## config.mk

```make
export PLATFORM = sky130hd
export DESIGN_NAME = uart_rx
export DESIGN_NICKNAME = d
export VERILOG_FILES = /design/src/rtl/uart_rx.sv
export SDC_FILE = /design/constraint.sdc
export NUM_CORES = 1
export LEC_CHECK = 0
export ABC_AREA = 1
export BUFFER_PORTS_ARGS = -buffer_cell sky130_fd_sc_hd__buf_4
export CORE_AREA = 2 2 94 96
export CTS_CLUSTER_DIAMETER = 80
export DETAILED_ROUTE_END_ITERATION = 8
export DIE_AREA = 0 0 96 98
export GPL_ROUTABILITY_DRIVEN = 0
export PLACE_DENSITY_LB_ADDON = 0.15
export RECOVER_POWER = 25
export SETUP_SLACK_MARGIN = 0.2
export SLEW_MARGIN = 20
export SYNTH_ARGS = -nofsm -noshare
export SYNTH_HDL_FRONTEND = slang
export SYNTH_SLANG_ARGS = --single-unit
export TNS_END_PERCENT = 5
```

## constraint.sdc

```tcl
create_clock -name sys_clk_i -period 1.95 [get_ports sys_clk_i]
set_input_delay 0.2925 -clock sys_clk_i [delete_from_list [all_inputs] [get_ports sys_clk_i]]
set_output_delay 0.2925 -clock sys_clk_i [all_outputs]
set_load 0.02 [all_outputs]
```

## src/rtl/uart_rx.sv

```systemverilog
// 8N1 UART receiver with 2-flop synchronizer, 3-sample majority vote and FWFT receive FIFO.
// Latency: byte visible on rd_valid_o/rd_data_o 993 cycles after the start edge is first sampled (defaults).
// Backpressure: rd_ready_i pops the FIFO head; a good byte arriving while the FIFO is full (and not popped) is dropped with overflow_o.
module uart_rx #(
    parameter int CLK_HZ     = 12000000,
    parameter int BAUD       = 115200,
    parameter int FIFO_DEPTH = 4
) (
    input  logic       sys_clk_i,
    input  logic       sys_rst_i,
    input  logic       uart_rx_i,
    output logic [7:0] rd_data_o,
    output logic       rd_valid_o,
    input  logic       rd_ready_i,
    output logic       frame_err_o,
    output logic       overflow_o,
    output logic       busy_o
);
    localparam int CPB  = CLK_HZ / BAUD;
    localparam int HALF = CPB / 2;
    localparam int CW   = $clog2(CPB);
    localparam int AW   = $clog2(FIFO_DEPTH);

    localparam logic [CW-1:0] C_LAST = CW'(CPB - 1);
    localparam logic [CW-1:0] C_SMP0 = CW'(HALF - 1);
    localparam logic [CW-1:0] C_SMP1 = CW'(HALF);
    localparam logic [CW-1:0] C_DEC  = CW'(HALF + 1);
    localparam logic [CW-1:0] C_ONE  = CW'(1);
    localparam logic [AW:0]   P_ONE  = (AW + 1)'(1);

    typedef enum logic [2:0] {
        S_IDLE,
        S_START,
        S_DATA,
        S_STOP,
        S_WAIT_HIGH
    } state_t;

    logic          r_sync1;
    logic          r_sync2;
    state_t        r_state;
    logic [CW-1:0] r_cnt;
    logic [2:0]    r_bit;
    logic [7:0]    r_shift;
    logic          r_smp0;
    logic          r_smp1;
    logic          r_frame_err;
    logic          r_overflow;
    logic [7:0]    r_mem [FIFO_DEPTH];
    logic [AW:0]   r_wr_ptr;
    logic [AW:0]   r_rd_ptr;

    logic w_rx_s;
    logic w_maj;
    logic w_dec;
    logic w_push_req;
    logic w_full;
    logic w_empty;
    logic w_pop;
    logic w_push;

    assign w_rx_s = r_sync2;
    // Third sample is the live synchronized line in the decision cycle.
    assign w_maj  = (r_smp0 & r_smp1) | (r_smp0 & w_rx_s) | (r_smp1 & w_rx_s);
    assign w_dec  = (r_cnt == C_DEC);

    // A good stop bit hands the shifted byte to the FIFO in the decision cycle itself.
    assign w_push_req = (r_state == S_STOP) && w_dec && w_maj;

    assign w_empty = (r_wr_ptr == r_rd_ptr);
    assign w_full  = (r_wr_ptr[AW] != r_rd_ptr[AW]) &&
                     (r_wr_ptr[AW-1:0] == r_rd_ptr[AW-1:0]);
    assign w_pop   = rd_ready_i && !w_empty;
    assign w_push  = w_push_req && (!w_full || w_pop);

    assign rd_data_o   = r_mem[r_rd_ptr[AW-1:0]];
    assign rd_valid_o  = !w_empty;
    assign frame_err_o = r_frame_err;
    assign overflow_o  = r_overflow;
    assign busy_o      = (r_state != S_IDLE);

    // Two-flop synchronizer; idles high so reset never looks like a start edge.
    always_ff @(posedge sys_clk_i) begin
        if (sys_rst_i) begin
            r_sync1 <= 1'b1;
            r_sync2 <= 1'b1;
        end else begin
            r_sync1 <= uart_rx_i;
            r_sync2 <= r_sync1;
        end
    end

    // Frame FSM: bit timing, majority sampling, data shift and frame-error pulse.
    always_ff @(posedge sys_clk_i) begin
        if (sys_rst_i) begin
            r_state     <= S_IDLE;
            r_cnt       <= '0;
            r_bit       <= '0;
            r_shift     <= '0;
            r_smp0      <= 1'b1;
            r_smp1      <= 1'b1;
            r_frame_err <= 1'b0;
        end else begin
            r_frame_err <= 1'b0;
            if (r_state != S_IDLE && r_state != S_WAIT_HIGH) begin
                r_cnt <= (r_cnt == C_LAST) ? '0 : r_cnt + C_ONE;
                if (r_cnt == C_SMP0) r_smp0 <= w_rx_s;
                if (r_cnt == C_SMP1) r_smp1 <= w_rx_s;
            end
            case (r_state)
                S_IDLE: begin
                    r_cnt <= '0;
                    if (!w_rx_s) r_state <= S_START;
                end
                S_START: begin
                    if (w_dec && w_maj) begin
                        r_state <= S_IDLE;
                    end else if (r_cnt == C_LAST) begin
                        r_state <= S_DATA;
                        r_bit   <= '0;
                    end
                end
                S_DATA: begin
                    if (w_dec) r_shift <= {w_maj, r_shift[7:1]};
                    if (r_cnt == C_LAST) begin
                        if (r_bit == 3'd7) r_state <= S_STOP;
                        else               r_bit   <= r_bit + 3'd1;
                    end
                end
                S_STOP: begin
                    if (w_dec) begin
                        if (w_maj) begin
                            r_state <= S_IDLE;
                        end else begin
                            r_frame_err <= 1'b1;
                            r_state     <= S_WAIT_HIGH;
                        end
                    end
                end
                S_WAIT_HIGH: begin
                    if (w_rx_s) r_state <= S_IDLE;
                end
                default: r_state <= S_IDLE;
            endcase
        end
    end

    // FIFO pointers and overflow pulse; a pop in the same cycle frees room for a push into a full FIFO.
    always_ff @(posedge sys_clk_i) begin
        if (sys_rst_i) begin
            r_wr_ptr   <= '0;
            r_rd_ptr   <= '0;
            r_overflow <= 1'b0;
        end else begin
            if (w_push) r_wr_ptr <= r_wr_ptr + P_ONE;
            if (w_pop)  r_rd_ptr <= r_rd_ptr + P_ONE;
            r_overflow <= w_push_req && w_full && !w_pop;
        end
    end

    // FIFO storage; contents need no reset since validity comes from the pointers.
    always_ff @(posedge sys_clk_i) begin
        if (w_push) r_mem[r_wr_ptr[AW-1:0]] <= r_shift;
    end
endmodule

```

* Yosys cells after proc, flatten, opt, wreduce, memory -nomap -nowiden
Memory sizes are Yosys's and may differ from the RTL's. A register that Yosys moved wholly into a read port is not among the register bits.
Cells that the tools add are included.
** Operators by class
- Add/subtract/negate cells :: 4
- Multipliers :: 0
- Divide/modulo/power cells :: 0
- $lt $le $gt $ge :: 0
- Equality and inequality tests :: 22
- Shift operators :: 0
- Muxes and demuxes :: 20
- Bitwise gates (word level) :: 7
- Reduce and logical (&&, ||, !) cells :: 23
** Operators with widths (number)
- 3-bit two-way mux :: 12
- 7-bit by 6-bit equality test with 1-bit output, second input constant :: 3
- 2-bit != test, second input constant :: 8
- 3-bit case mux with 5 select lines :: 1
- 3-bit by 1-bit adder with 3-bit output, second input constant :: 3
- 1-bit logical AND :: 9
- 7-bit by 1-bit adder with 7-bit output, second input constant :: 1
- 7-bit equality test, second input constant :: 1
- 7-bit two-way mux :: 1
- 3-bit by 2-bit equality test with 1-bit output, second input constant :: 2
- 3-bit equality test, second input constant :: 2
- 3-bit != test, second input constant :: 2
- 3-bit case mux with 2 select lines :: 1
- 2-bit AND reduction :: 3
- 6-bit AND reduction :: 1
- 5-bit AND reduction :: 1
- 2-bit two-way mux :: 2
- 1-bit AND :: 3
- 3-bit by 1-bit equality test with 1-bit output, second input constant :: 1
- 3-bit equality test :: 1
- 1-bit zero test :: 3
- 3-bit zero test :: 1
- 1-bit two-way mux :: 3
- 3-bit nonzero test :: 1
- other kinds (8) :: 10
** Word-level totals
- Bits in registers :: 33
- Latch bits :: 0
- Bits in writable memories :: 32
- ROM bits :: 0
- Input bits :: 4
- Output and inout port bits :: 12
- Word-level logic and storage cells :: 89
- Memories kept :: 1
** Memory list
- r_mem :: words 4, width 8, read ports 1, clocked after Yosys merged registers in 1, write ports 1, line 49 : logic [7:0] r_mem [FIFO_DEPTH];

* Logic depth before layout (Yosys ltp)
Gate-level depths: netlist (run 1).
- Depth in word-level cells :: 7
- Gate-level depth with buffers :: 11
- Mapped depth without buffers :: 11

* Worst setup path after synthesis (run 1)
No wires, ideal clock.
- Kind :: flip-flop to flip-flop
- From :: reg r_cnt[1]
- To :: mem r_mem[0][0] (enable)
- Setup time :: 0.371 ns
- Arrival :: 1.410 ns
- Required time :: 1.579 ns
- Slack :: 0.169 ns
- Stages on the path, launching flop included :: 9
- Path buffers :: 0
- Period minus slack after synthesis :: 1.781 ns
- Path through :: dfxtp_1 > inv_1 > ha_1 > nand3_1 > nor2_2 > nand3_1 > inv_2 > nand2_2 > nor2_1
** On the way
- Word-level cells in the longest chain between the ends :: 6
** RTL lines
- start, declared :: line 42 : logic [CW-1:0] r_cnt;
- start signal, assigned :: line 106 : r_cnt <= (r_cnt == C_LAST) ? '0 : r_cnt + C_ONE;
- 7-bit by 6-bit equality test with 1-bit output :: line 65 : assign w_dec = (r_cnt == C_DEC);
- 1-bit logical AND (2 in series) :: line 68 : assign w_push_req = (r_state == S_STOP) && w_dec && w_maj;
- 1-bit logical AND :: line 74 : assign w_push = w_push_req && (!w_full || w_pop);
- 1-bit two-way mux :: line 163 : if (w_push) r_mem[r_wr_ptr[AW-1:0]] <= r_shift;
- 1-bit two-way mux (not written as such) :: line 163
- end, declared :: line 49
No other way between the ends.

==> metrics.md, run 1 <==
| Metric | Value |
|---|---|
| Final worst path period share | 85.47% |
| Max incr delay on CP | 0.37 ns |
| CP delay by family, top | buffers and inverters |
| Crit path cell chain | clkinvlp_4, buf_12, o21ai_0, o22ai_1, buf_4 |
| Clk_lat worst skew | 0.34 ns |
| WHS Endpoint | r_sync1 |
| Syn nets | 331 |
| Status | finished, final reports clean |
| Layout cell share with drive strength beyond 1 | 18.23% |
| RR Endpoint | r_mem[1][1] |
| Synth area leader | edfxtp_1 |
| Netlist Area Pre-Place | 0.002895 sq mm |
| Startpoint types | register |
| Yosys warnings | 0 |
| Drt first pass iters | 4 |
| Hold Crit Depth | 2 |
| CTS tree | yes |
| Fin crit period | 1.667 ns |
| Antenna Violating Nets Remaining | 0 |
| Die height | 98 um |
| PortBufs | 15 |
| Req. time, crit path | 1.66 ns |
| IO Count | 16 |
| Fmax | 600.0 MHz |
| Num CTS Buffers | 9 |
| Max clock buf depth | 2 |
| Final HPWL DP | 4.049 mm |
| Vias per cell | 4.595 |
| Initial Util | 34.20% |
| DRC Markers | 0 |
| WP buf/inv | 3 |
| Via count | 2109 |
| Post-synth EDFFs | 32 |
| Hold-fix buffers at CTS | 0 |
| Die width | 96 um |
| CP max FO | 15 |
| Starting DRT DRC Count | 96 |
| Slew Viols, Final | 0 |
| Critical path's slowest cell | dfxtp_2 |
| First-pass GRT wire length | 9.418 mm |
| Register area share after synthesis | 57.39% |
| Area share of the leading cell type in the synthesized netlist | 33.19% |
| Kind of critical path | reg2out |
| Placed cells | 441 |
| Min-Delay Path Class | in2reg |
| Slew @ Worst Pin | 0.5010 ns |
| CTS clock-pin slew for the worst setup and hold paths | 0.08 ns |
| Total grt overflow | 0 |
| Hold_sp | uart_rx_i |
| Worst r2r src | r_cnt[0] |
| Core area | 0.008466 sq mm |
| Count leader, synth | nor2_1 |
| Post-synthesis cell type count | 31 |
| Fin nets | 360 |
| Routed length per instance | 12.51 um |
| Hold Slack | 0.1346 ns |
| Num rows | 34 |
| Max H-tree Level | 3 |
| # diodes | 0 |
| R2R cell count | 8 |
| CP endpoint kind | output pin |
| Largest net degree at the start of global routing | 18 |
| Final Skew | 0.009848 ns |
| Most instantiated cells after synthesis | nor2_1 (67), nand2_1 (39), dfxtp_1 (35) |
| Crit path DAT | 1.37 ns |
| Cell Pwr Density | 981.3 mW/mm^2 |
| Post-synth ARST share | 0% |
| Synthesized flop and latch total | 67 |
| Setup-failing EPs final | 0 |
| Die area | 0.009408 sq mm |
| Max_cap viols | 0 |
| Worst vdd ir | 549.5 uV |
| Primary FF master, synth | dfxtp_1 |
| Initial antenna violation count | 0 |
| Setup slack, reg-to-reg | 0.29 ns |
| TNS Setup | 0 ns |
| Gr usage total | 13.19% |
| Root Buffer | clkbuf_8 |
| Vias in the first global route | 1959 |
| Final WL | 5.742 mm |
| RSZ-0062 raised after global routing | true |
| Final hold violations | 0 |
| Cell Count, Final, Fillers Out | 459 |
| Relative max-transition margin | 66.60% |
| Synthesis-to-layout area growth | 18.67% |
| Avg Inst Size Synth | 9.133 sq um |
| Mapped Cells | 317 |
| Synth area leaders | edfxtp_1 (33%), dfxtp_1 (24%), nor2_1 (8.7%) |
| Leak Pwr | 1.442 nW |
| Clk sinks | 67 |
flip-flops by register name, summed over array words and instances (netlist names), 3 cells and up, named ones only:
signal    count
r_shift       8
r_bit         3
r_wr_ptr      3
r_state       3
r_rd_ptr      3
r_cnt         7
r_mem        32
kinds of logic after synthesis:
kind of cell / share of synthesized area (%)
AOI/OAI and AO/OA: 10.07
DFF: 57.39
xor gates and xnor gates: 1.512
buffers and inverters: 5.229
and+or+nand+nor: 21.48
adders and majority gates: 4.322
worst max path at each step:
stage	startpoint	endpoint	slack, ns	cells past startpoint
4_1_cts	r_cnt[1]	r_mem[2][1]	0.20	9
3_5_place_dp	r_cnt[1]	r_mem[1][6]	0.21	9
2_1_floorplan	r_cnt[1]	r_mem[0][0]	0.17	8
6_report	register	rd_data_o[1]	0.28	5
5_1_grt	r_cnt[0]	r_mem[0][3]	0.18	8
3_3_place_gp	r_cnt[1]	r_mem[1][6]	0.24	9
stage by stage:
| step | worst slack (ns) | area (sq um) | utilization, % | power, W |
|---|---|---|---|---|
| 6_report | 0.2834 | 3436 | 40.59 | 0.003371 |
| 2_1_floorplan | 0.1691 | 2895 | - | 0.002074 |
| 5_1_grt | 0.1815 | 3436 | 40.59 | 0.003593 |
| 3_5_place_dp | 0.2103 | 3164 | 37.38 | 0.002207 |
| 3_3_place_gp | 0.2436 | 3164 | 37.38 | 0.002219 |
| 4_1_cts | 0.1991 | 3402 | 40.19 | 0.003415 |
where the power goes:
part	internal [W]	leakage, nW	total (W)	switching, W
Combinational	0.000219	0.693	0.000604	0.000386
Clock	0.000612	0.102	0.00119	0.000581
Sequential	0.00150	0.647	0.00157	0.0000705
Total	0.00233	1.44	0.00337	0.00104
metal layers:
| metal | part of all wire, % | global-route usage (%) | vias to the layer above |
|---|---|---|---|
| li1 | - | - | 1115 |
| met1 | 49 | 17.30 | 965 |
| met2 | 47 | 20.19 | 22 |
| met3 | 1.8 | 4.167 | 7 |
| met4 | 1.9 | 5.055 | 0 |
| met5 | 0 | 0 | - |
worst reg2reg max path: stages (launching register included):
cell and delay (ns):
dfxtp_1 0.40, ha_2 0.21, nand3_1 0.12, nor2_4 0.15, nand3_2 0.08, inv_2 0.08, nand2_4 0.07, nor2_1 0.10
buf_4 0.18
area by class of cell:
cell class,instances,area [sq um]
Tap cell,108,135.1
Multi-Input combinational cell,210,1105
Clock inverter,7,83.83
Clock buffer,9,123.9
Fill cell,816,5030
Sequential cell,67,1664
Inverter,36,138.9
Timing Repair Buffer,22,185.2
cells in the final DEF (no fill, tap or decap), types with 2 or more instances in the layout:
cell / n
clkbuf_8: 9
buf_6: 3
nor3_1: 5
nor2_2: 4
edfxtp_1: 32
inv_6: 2
nand3_1: 12
clkinvlp_4: 2
nor2_1: 65
nand2_2: 2
xor2_1: 4
o21ai_1: 3
buf_4: 17
ha_1: 9
inv_1: 28
nand2_1: 39
dfxtp_2: 2
nand4_1: 3
a21oi_1: 12
dfxtp_1: 33
inv_2: 6
o22ai_1: 8
nor2_4: 2
or2_2: 2
clkinv_4: 2
o21ai_0: 28
nand3_2: 2
what timing repair did:
item | 4_1_cts | 5_1_grt
gates resized for setup | 4 | 11
hold endpoints to repair | 0 | 0
endpoints found under the setup margin | 10 | 37
setup buffers | 1 | 1
pin swaps | 0 | 1
(Power assumes the default switching activity.)
==> run 2, diff against run 1 <==
--- a/config.mk
+++ b/config.mk
@@ -14,5 +14,5 @@
 export GPL_ROUTABILITY_DRIVEN = 0
 export PLACE_DENSITY_LB_ADDON = 0.15
-export RECOVER_POWER = 25
+export RECOVER_POWER = 100
 export SETUP_SLACK_MARGIN = 0.2
 export SLEW_MARGIN = 20
==> constraint.sdc (replaced) <==
create_clock -name sys_clk_i -period 1.95 [get_ports sys_clk_i]
set_input_delay 0.39 -clock sys_clk_i [delete_from_list [all_inputs] [get_ports sys_clk_i]]
set_output_delay 0.39 -clock sys_clk_i [all_outputs]
set_load 0.02 [all_outputs]
==> run 2 against run 1 <==
  * First-iteration DRC count fell by 2.1%
  * Cell count did not move
  * Count of clock-buffer cells in the layout did not move
  * Worst hold slack improved by 0.097 ns
  * Register-to-register slack got worse by 0.06 ns
  * Utilization fell by 0.28 points
  * Sequential power barely moved
  * Largest power group unchanged
  * Fmax fell by 6.5%
  * Non-clock buffer count did not move
  * Via count fell by 0.52%
  * Die area did not move
  * Routed wire length fell by 0.17%
==> metrics.md, run 2 (synthesis gave the netlist of run 1 again) <==
| Metric | Value |
|---|---|
| Worst r2r src | r_cnt[0] |
| Total grt overflow | 0 |
| Num CTS Buffers | 9 |
| Req. time, crit path | 1.56 ns |
| Relative max-transition margin | 65.49% |
| Gr usage total | 13.19% |
| Final HPWL DP | 4.049 mm |
| Die area | 0.009408 sq mm |
| FILL cells | 825 |
| CP endpoint kind | output pin |
| Core area | 0.008466 sq mm |
| Startpoint types | register |
| Antenna Violating Nets Remaining | 0 |
| Die width | 96 um |
| Drt first pass iters | 4 |
| Slew @ Worst Pin | 0.5171 ns |
| Crit path DAT | 1.39 ns |
| DRC Markers | 0 |
| Initial antenna violation count | 0 |
| Kind of critical path | reg2out |
| CP max FO | 15 |
| Vias per cell | 4.571 |
| Worst vdd ir | 550.2 uV |
| Commonest non-fill, non-tap cell in the layout | nor2_1 |
| Final worst path period share | 91.39% |
| TNS Setup | 0 ns |
| Root Buffer | clkbuf_8 |
| Hold-fix buffers at CTS | 0 |
| RSZ-0062 raised after global routing | true |
| Min-Delay Path Class | in2reg |
| Die height | 98 um |
| Pre-CTS setup slack | 0.2103 ns |
| WHS Endpoint | r_sync1 |
| Initial Util | 34.20% |
| Layout cell share with drive strength beyond 1 | 15.67% |
| Final Skew | 0.008684 ns |
| Cell Pwr Density | 977.6 mW/mm^2 |
| Clk_lat worst skew | 0.34 ns |
| R2R cell count | 8 |
| Slew Viols, Final | 0 |
| Num rows | 34 |
| Status | finished, final reports clean |
| Via count | 2098 |
| Leak Pwr | 1.434 nW |
| Tot Pwr | 0.003335 W |
| PortBufs | 15 |
| Setup-failing EPs final | 0 |
| Starting DRT DRC Count | 94 |
| Routed length per instance | 12.49 um |
| Max_cap viols | 0 |
| Max H-tree Level | 3 |
| Setup slack, reg-to-reg | 0.23 ns |
| Fin nets | 360 |
| Fin worst setup slack | 0.1680 ns |
| Fmax | 561.2 MHz |
| Leading cell types in the layout, fill and taps excluded | nor2_1 (66), nand2_1 (39), dfxtp_1 (33) |
| RR Endpoint | r_mem[1][1] |
| IO Count | 16 |
| Final WL | 5.732 mm |
| Max FFs per register | 32 |
| Fin crit period | 1.782 ns |
| Hold_sp | uart_rx_i |
| Largest net degree at the start of global routing | 18 |
| CTS tree | yes |
| Clk sinks | 67 |
| First-pass GRT wire length | 9.418 mm |
| CTS clock-pin slew for the worst setup and hold paths | 0.08 ns |
| Max clock buf depth | 2 |
| Synthesis-to-layout area growth | 17.85% |
| Final hold violations | 0 |
| Vias in the first global route | 1959 |
| Hold Crit Depth | 2 |
| # diodes | 0 |
==> run 2: cell count changes in the layout (fill, tap and decap cells not counted), moves of 3 or more <==
cell      delta
o21ai_0      -7
o21ai_1      +6
clkbuf_1     +4
inv_2        -3
buf_4        -6
==> run 2: timing repair <==
| item | CTS | global route |
|---|---|---|
| pin swaps | 0 | 1 |
| setup buffers | 1 | 1 |
| hold endpoints to repair | 0 | 0 |
| gates resized for setup | 10 | 18 |
| endpoints found under the setup margin | 10 | 42 |
==> run 2: power breakdown <==
part	switching [W]	internal, W	leakage [nW]
clock	0.000580	0.000612	0.102
sequential	0.0000702	0.00150	0.648
combinational	0.000375	0.000197	0.684
==> run 2: area by class of cell <==
type                            instances  area, sq um  area share, %
Timing Repair Buffer                   22        171.4          5.024
Clock inverter                          7        83.83          2.457
Sequential cell                        67         1669          48.92
Tap cell                              108        135.1          3.960
Clock buffer                            9        123.9          3.630
Inverter                               36        140.1          4.107
Multi-Input combinational cell        210         1089          31.90
==> run 2: metal layers <==
metal | GRT usage (%) | vias up | share of wire, % | routed length [um]
met5 | 0 | - | 0 | 0
met4 | 5.055 | 0 | 1.9 | 108
met3 | 4.167 | 8 | 2.4 | 135
met2 | 20.19 | 20 | 47 | 2693
met1 | 17.30 | 956 | 49 | 2794
li1 | - | 1114 | - | -
==> run 2: worst max-delay path by stage <==
stage	end	slack, ns	cells after the start
after global routing	r_shift[7]	0.08	8
after detailed placement	r_mem[1][6]	0.21	9
after global placement	r_mem[1][6]	0.24	9
after CTS	rd_data_o[4]	0.17	5
final	rd_data_o[1]	0.17	5
after floorplan	r_mem[0][0]	0.17	8
==> run 2: stage by stage <==
| step | hold WS (ns) | area [sq um] | utilization (%) | instances |
|---|---|---|---|---|
| floorplan | 0.3895 | 2895 | - | 317 |
| global placement | 0.3971 | 3164 | 37.38 | 441 |
| detailed placement | 0.3952 | 3164 | 37.38 | 441 |
| CTS | 0.2136 | 3402 | 40.19 | 458 |
| global route | 0.2054 | 3412 | 40.30 | 459 |
| finish | 0.2321 | 3412 | 40.30 | 459 |
==> run 2: worst max-delay path: stages (launching register included) <==
cell	delay, ns
dfxtp_4	0.36
clkinvlp_2	0.14
buf_12	0.18
o21ai_1	0.12
o22ai_1	0.08
buf_4	0.16
